<file path="src/rtl/sid_master_pkg.sv">
// Shared types for the SID bus master: FSM states, queued command layout and
// bus widths.
package sid_master_pkg;

  localparam int SID_ADDR_W  = 5;
  localparam int SID_DATA_W  = 8;
  localparam int SID_DELAY_W = 16;

  typedef enum logic {
    IDLE = 1'b0,
    WAIT = 1'b1
  } state_t;

  // The delay field is sized for the widest supported DELAY_W.
  typedef struct packed {
    logic                   read;
    logic [SID_ADDR_W-1:0]  addr;
    logic [SID_DATA_W-1:0]  data;
    logic [SID_DELAY_W-1:0] delay;
  } cmd_t;

endpackage

</file>
<file path="src/rtl/sid_cmd_fifo.sv">
// Single-clock synchronous FIFO with full/empty flags; pointers carry one
// extra wrap bit so that full and empty can be told apart.
module sid_cmd_fifo #(
  parameter int WIDTH = 8,
  parameter int DEPTH = 4
) (
  input  logic             clk,
  input  logic             rst,
  input  logic             push,
  input  logic [WIDTH-1:0] wdata,
  output logic             full,
  input  logic             pop,
  output logic [WIDTH-1:0] rdata,
  output logic             empty
);

  localparam int AW = $clog2(DEPTH);

  logic [WIDTH-1:0] mem [DEPTH];
  logic [AW:0]      wr_ptr;
  logic [AW:0]      rd_ptr;
  logic             do_push;
  logic             do_pop;

  assign empty   = (wr_ptr == rd_ptr);
  assign full    = (wr_ptr[AW] != rd_ptr[AW]) && (wr_ptr[AW-1:0] == rd_ptr[AW-1:0]);
  assign do_push = push && !full;
  assign do_pop  = pop && !empty;
  assign rdata   = mem[rd_ptr[AW-1:0]];

  always_ff @(posedge clk) begin
    if (do_push) begin
      mem[wr_ptr[AW-1:0]] <= wdata;
    end
  end

  always_ff @(posedge clk) begin
    if (rst) begin
      wr_ptr <= '0;
      rd_ptr <= '0;
    end else begin
      if (do_push) wr_ptr <= wr_ptr + (AW+1)'(1);
      if (do_pop)  rd_ptr <= rd_ptr + (AW+1)'(1);
    end
  end

endmodule

</file>
<file path="src/rtl/sid_bus_master.sv">
// Timed register-access initiator for the SID port. Define
// SID_MASTER_READBACK_EN to make read commands capture and return iDataR.
module sid_bus_master
  import sid_master_pkg::*;
#(
  parameter int FIFO_DEPTH = 4,
  parameter int DELAY_W    = 16
) (
  input  logic                  clk,
  input  logic                  iRst,
  input  logic                  clkEn,
  input  logic                  iCmdValid,
  output logic                  oCmdReady,
  input  logic                  iCmdRead,
  input  logic [SID_ADDR_W-1:0] iCmdAddr,
  input  logic [7:0]            iCmdData,
  input  logic [DELAY_W-1:0]    iCmdDelay,
  output logic                  oWE,
  output logic [SID_ADDR_W-1:0] oAddr,
  output logic [7:0]            oDataW,
  input  logic [7:0]            iDataR,
  output logic                  oRspValid,
  output logic [7:0]            oRspData,
  output logic                  oBusy
);

  cmd_t               push_cmd;
  cmd_t               head_cmd;
  logic               fifo_full;
  logic               fifo_empty;
  logic               pop;
  logic               access;
  state_t             state;
  state_t             state_nxt;
  logic [DELAY_W-1:0] cnt;
  logic               rd_pending;

  assign push_cmd = '{read: iCmdRead, addr: iCmdAddr, data: iCmdData,
                      delay: SID_DELAY_W'(iCmdDelay)};

  sid_cmd_fifo #(
    .WIDTH ($bits(cmd_t)),
    .DEPTH (FIFO_DEPTH)
  ) u_fifo (
    .clk   (clk),
    .rst   (iRst),
    .push  (iCmdValid),
    .wdata (push_cmd),
    .full  (fifo_full),
    .pop   (pop),
    .rdata (head_cmd),
    .empty (fifo_empty)
  );

  assign oCmdReady = !fifo_full;
  assign oBusy     = (state != IDLE) || !fifo_empty;

  always_comb begin
    state_nxt = state;
    pop       = 1'b0;
    access    = 1'b0;
    case (state)
      IDLE: begin
        if (!fifo_empty) begin
          pop       = 1'b1;
          state_nxt = WAIT;
        end
      end
      WAIT: begin
        if (clkEn && (cnt == '0)) begin
          access    = 1'b1;
          state_nxt = IDLE;
        end
      end
      default: state_nxt = IDLE;
    endcase
  end

  // Address/data are latched at pop so they are settled before the access tick.
  always_ff @(posedge clk) begin
    if (iRst) begin
      state      <= IDLE;
      cnt        <= '0;
      rd_pending <= 1'b0;
      oAddr      <= '0;
      oDataW     <= '0;
    end else begin
      state <= state_nxt;
      if (pop) begin
        oAddr      <= head_cmd.addr;
        oDataW     <= head_cmd.data;
        rd_pending <= head_cmd.read;
        cnt        <= head_cmd.delay[DELAY_W-1:0];
      end else if ((state == WAIT) && clkEn && (cnt != '0)) begin
        cnt <= cnt - DELAY_W'(1);
      end
    end
  end

  // Gated by reset so no strobe can escape during the reset cycle.
  assign oWE = access && !rd_pending && !iRst;

`ifdef SID_MASTER_READBACK_EN
  logic rsp_valid;

  always_ff @(posedge clk) begin
    if (iRst) begin
      rsp_valid <= 1'b0;
      oRspData  <= '0;
    end else begin
      rsp_valid <= access && rd_pending;
      if (access && rd_pending) oRspData <= iDataR;
    end
  end

  assign oRspValid = rsp_valid && !iRst;
`else
  logic unused_data_r;

  assign unused_data_r = ^iDataR;
  assign oRspValid     = 1'b0;
  assign oRspData      = '0;
`endif

endmodule

</file>
<file path="config.mk">
export PLATFORM = sky130hd
export DESIGN_NAME = sid_bus_master
export DESIGN_NICKNAME = d
export VERILOG_FILES = /design/src/rtl/sid_master_pkg.sv /design/src/rtl/sid_cmd_fifo.sv /design/src/rtl/sid_bus_master.sv
export SDC_FILE = /design/constraint.sdc
export NUM_CORES = 1
export LEC_CHECK = 0
export CORE_AREA = 2 2 112 114
export CTS_BUF_LIST = sky130_fd_sc_hd__clkbuf_8
export DETAILED_ROUTE_END_ITERATION = 8
export DIE_AREA = 0 0 114 116
export GPL_TIMING_DRIVEN = 1
export PLACE_DENSITY = 0.85
export SLEW_MARGIN = 20
export SYNTH_ARGS = -nofsm -noshare
export SYNTH_HDL_FRONTEND = slang
export SYNTH_SLANG_ARGS = --single-unit
export TNS_END_PERCENT = 100
</file>
<file path="constraint.sdc">
create_clock -name clk -period 4.1 [get_ports clk]
set_input_delay 0.41 -clock clk [delete_from_list [all_inputs] [get_ports clk]]
set_output_delay 0.41 -clock clk [all_outputs]
set_load 0.01 [all_outputs]
</file>
---- Yosys cells after proc, flatten, opt, wreduce, memory -nomap -nowiden ----
Memories as Yosys holds them, arrays and structs flattened. A register that Yosys moved wholly into a read port is not among the register bits.
Cells that the tools add are included.
W data, S select, Z words.
word-level totals
  logic and storage cells ................. 43
  memories kept ........................... 1
  bits in registers ....................... 37
  memory bits (writable) .................. 120
memory list
  name        words  bits a word  read ports  clocked after memory_dff  wr ports  line                source
  u_fifo.mem  4      30           1           1                         1         sid_cmd_fifo.sv:19  logic [WIDTH-1:0] mem [DEPTH];
operators by class
  reduce and logical (&&, ||, !) cells .... 16
  equality and inequality tests ........... 3
  add/sub/neg operators ................... 3
  multiplexer cells ....................... 12
  bitwise operators ....................... 1
operator list
  cell                     count
  $mux W16                 2
  $logic_not A16 Y1        1
  $reduce_bool A16 Y1      1
  $sub A16 B1 Y16 const B  1
  $logic_and A1 B1 Y1      8
  $mux W1                  7
  $add A3 B1 Y3 const B    2
  $logic_not A1 Y1         4
  $mux W2                  2
  $eq A3 B3 Y1             1
  $eq A2 B2 Y1             1
  $pmux W1 S2              1
  $reduce_bool A2 Y1       1
  $logic_or A1 B1 Y1       1
  $ne A1 B1 Y1             1
  $not A1 Y1               1

---- Longest topological paths before layout ----
  word-level depth ........................ 6
  gate-level depth with buffers ........... 7
  depth with buffers taken out ............ 6

---- Cells and area by module ----
Synthesis repeated with hierarchy kept, for this count alone.
unflattened totals
  cell total of the unflattened synthesis .. 418
  area, all modules ....................... 6511.2 sq um
by module, submodules not included
  module          instances  cells an instance  area an instance (sq um)  seq. area each (sq um)
  sid_cmd_fifo    1          224                4887.2                    3763.6
  sid_bus_master  1          194                1624.1                    620.6

---- Worst setup path before layout ----
Ideal clock, no wire load.
  kind .................................... reg2reg
  start point ............................. reg u_fifo.wr_ptr[0]
  end point ............................... mem u_fifo.mem[3][0] (netlist name), enable pin
  required time ........................... 3710 ps
  clock period less this slack ............ 2188 ps
  path slack .............................. 1912 ps
  setup time .............................. 390 ps
  data arrival time ....................... 1798 ps
  stages on the path, launching flop included .. 4
  path through ............................ dfxtp_1 > xnor2_1 > a31oi_1 > and2_1
between the ends
  cells in the longest elaborated chain, start to end .. 6
ends and longest elaborated chain
  what                           line                source
  start: declaration             sid_cmd_fifo.sv:20  logic [AW:0] wr_ptr;
  start signal: assignment       sid_cmd_fifo.sv:42  if (do_push) wr_ptr <= wr_ptr + (AW+1)'(1);
  $eq A2 B2 Y1                   sid_cmd_fifo.sv:26  assign full = (wr_ptr[AW] != rd_ptr[AW]) && (wr_ptr[AW-1:0] == rd_ptr[AW-1:0]);
  $logic_and A1 B1 Y1            sid_cmd_fifo.sv:26
  $logic_not A1 Y1               sid_cmd_fifo.sv:27  assign do_push = push && !full;
  $logic_and A1 B1 Y1            sid_cmd_fifo.sv:27
  $mux W1                        sid_cmd_fifo.sv:32  if (do_push) begin
  $mux W1 (not written as such)  sid_cmd_fifo.sv:33  mem[wr_ptr[AW-1:0]] <= wdata;
  end: declaration               sid_cmd_fifo.sv:19
Parallel ways exist; a longest one is shown, timed or not.

---- Worst setup path after layout ----
  start point ............................. reg cnt[12]
  end point ............................... out oWE
between the ends
  cells in the longest elaborated chain, start to end .. 6
ends and longest elaborated chain
  what                              line                   source
  start: declaration                sid_bus_master.sv:35   logic [DELAY_W-1:0] cnt;
  start signal: assignment          sid_bus_master.sv:93   cnt <= head_cmd.delay[DELAY_W-1:0];
  start signal: assignment          sid_bus_master.sv:95   cnt <= cnt - DELAY_W'(1);
  $logic_not A16 Y1                 sid_bus_master.sv:70   if (clkEn && (cnt == '0)) begin
  $logic_and A1 B1 Y1               sid_bus_master.sv:70
  $mux W1                           sid_bus_master.sv:70
  $mux W1                           sid_bus_master.sv:62   case (state)
  $logic_and A1 B1 Y1 (2 in a row)  sid_bus_master.sv:101  assign oWE = access && !rd_pending && !iRst;
  end: declaration                  sid_bus_master.sv:18   output logic oWE,
Every way passes these cells.

==> flow_summary.ini <==
[cells_and_area]
final_common_cell = edfxtp_1
final_nets = 505
final_cell_mix = 120 x edfxtp_1, 49 x clkdlybuf4s50_1, 38 x dfxtp_1
syn_to_final_growth_pct = 16.0
drive_gt1_share_pct = 17.2
nFillCells = 865
diodes = 0

[routing]
drtPass1Iterations = 4
routed-via-count = 3658
drt_iter0_drc = 208
ant_nets = 0
totalWireLength_um = 11900
drc = 0
viasPerCell = 5.93
post_drt_wl_per_cell_um = 19.3

[clocking]
cts_tree = built
post_cts_buffers = 0
clk_latency_ns = 0.45
numCtsBuffers = 17
cts_htree_levels = 4
clock-sinks = 159
clock-root-buffer = clkbuf_8
post_cts_resized = 0
clkSlewWorstSetupHoldPaths_ns = 0.08
clk_path_buf_depth = 2
cts_hold_buf = 0

[sta]
setup_tns_ns = 0
slew_headroom_pct = 36.9
final-setup-viol-count = 0
finalCritPeriodShare_pct = 81.0
hold_slack_ns = 0.464
slew_violations = 0
rsz0062_at_grt = no
fin_crit_ns = 3.32
fin_skew_ns = 0.0105
clock.fmax_mhz = 301
hold_viol_final = 0
worstMarginPinSlew_ns = 0.946

[critical_path]
cp.arrival_ns = 2.91
critPathMaxFanout = 6
cp-start-kind = register
end_kind = primary output
critPathSlowestCell = nor4_1
path_class = register to primary output
required_ns = 3.69
max_stage_delay_ns = 0.75
crit_path_cell_trace = nor4_1 > nand2_1 > nor4_1 > clkdlybuf4s50_1
crit_top_cell = nor4_1

[outcome]
outcome = complete, no violations

[synth]
syn-cell-area_mm2 = 0.00637
synth-main-ff-cell = edfxtp_1
netlist_instances = 403
avgSynthCellArea_um2 = 15.8
synth-edff-count = 120
synth-async-reset-ratio_pct = 0
synth_seq_cells = 159
synth_warnings = 0
yosysSeqAreaShare_pct = 68.9
synth_cell_types = 49

[floorplan]
row_count = 40
core_mm2 = 0.0119
start_util_pct = 53.5
die_h_um = 116
die_w_um = 114
io_pins = 67
die-area_mm2 = 0.0132

[placed_design]
place_congestion = 0.909
numPortBuffers = 49
dp_hpwl_um = 7690

[pwr]
ir_drop_uv = 324
p_leak_uw = 0.00237
p_per_area_mw_per_mm2 = 612

[grt]
grt_first_pass_wirelength_um = 19100
grt_pass1_vias = 3773
gr-total-overflow = 0
grt_max_degree = 45
grt_usage_pct = 19.4
antenna_found_initial = 0

[run]
cap_violations = 0

[worst_hold_path]
hold_class = register to register
[cells by family after synthesis]
group / synth area share [%]
AOI/OAI and AO/OA: 6.33
xor gates and xnor gates: 1.10
adders and majority gates: 1.18
buffers and inverters: 2.95
DFF: 68.9
muxes: 10.8
other: 0.0589
and+or+nand+nor: 8.76
[layout make-up]
type | instances | area [µm²] | area share [%]
Timing Repair Buffer | 57 | 563 | 7.62
Sequential cell | 159 | 4390 | 59.4
Inverter | 7 | 26.3 | 0.356
Clock inverter | 14 | 146 | 1.98
Clock buffer | 18 | 248 | 3.35
Multi-Input combinational cell | 215 | 1830 | 24.8
Tap cell | 147 | 184 | 2.49
[registers in the layout (all words and copies together), names as in the netlist, named ones only]
| signal | cells |
|---|---|
| cnt | 16 |
| oAddr | 5 |
| oDataW | 8 |
| rd_pending | 1 |
| state | 1 |
| u_fifo.mem | 120 |
| u_fifo.rd_ptr | 3 |
| u_fifo.wr_ptr | 3 |
[cell usage after synthesis, drive strengths merged (2+ instances only)]
cell type / count / area, µm²
edfxtp: 120 / 3600
dfxtp: 39 / 781
nand2: 35 / 131
mux4: 30 / 676
nor2: 25 / 93.8
a21oi: 19 / 95.1
clkbuf: 16 / 60.1
buf: 14 / 101
nand3: 11 / 60.1
a311oi: 10 / 87.6
or4: 8 / 67.6
inv: 7 / 26.3
nor4: 7 / 80.1
xnor2: 7 / 61.3
ha: 6 / 75.1
and2: 5 / 31.3
nor3: 5 / 25.0
o31ai: 5 / 37.5
a211oi: 4 / 30.0
o21ai: 4 / 20.0
o41ai: 4 / 53.8
a31oi: 2 / 12.5
nand4: 2 / 12.5
nor3b: 2 / 20.0
[final timing paths]
| kind | slack [ns] | startpoint | cells after the start | end |
|---|---|---|---|---|
| setup reg to reg | 1.51 | u_fifo.wr_ptr[1] | 4 | u_fifo.mem[3][28] |
| setup / recovery | 0.78 | cnt[12] | 4 | oWE |
| hold / removal | 0.46 | oDataW[1] | 2 | oDataW[1] |
| hold reg to reg | 0.46 | oDataW[1] | 2 | oDataW[1] |
[stage by stage]
step | instances | area [µm²] | total power [µW] | util (%) | worst slack [ns]
after detailed placement | 585 | 6990 | 3430 | 58.7 | 1.16
final | 617 | 7380 | 4520 | 62.0 | 0.777
after global routing | 617 | 7380 | 4730 | 62.0 | 0.630
after floorplan | 411 | 6400 | 3030 | - | 1.91
after CTS | 617 | 7380 | 4540 | 62.0 | 0.840
after global placement | 585 | 6990 | 3380 | 58.7 | 1.16
[critical path, delay by kind of cell, from the launching register on]
kind | cells | cell delay (ns)
simple gates | 3 | 1.47
flops | 1 | 0.36
buf+inv | 1 | 0.63
[metal layers]
layer | vias up | routed length, µm | global-route usage (%)
li1 | 1672 | - | -
met1 | 1830 | 4830 | 22.5
met5 | - | 0 | 0
met4 | 0 | 229 | 6.83
met3 | 24 | 683 | 5.86
met2 | 132 | 6190 | 34.6
[report_power, final]
| group | total [µW] | switching (µW) | internal (µW) |
|---|---|---|---|
| Sequential | 2150 | 211 | 1930 |
| Combinational | 1260 | 677 | 579 |
| Clock | 1120 | 563 | 554 |
(Power assumes the default switching activity.)
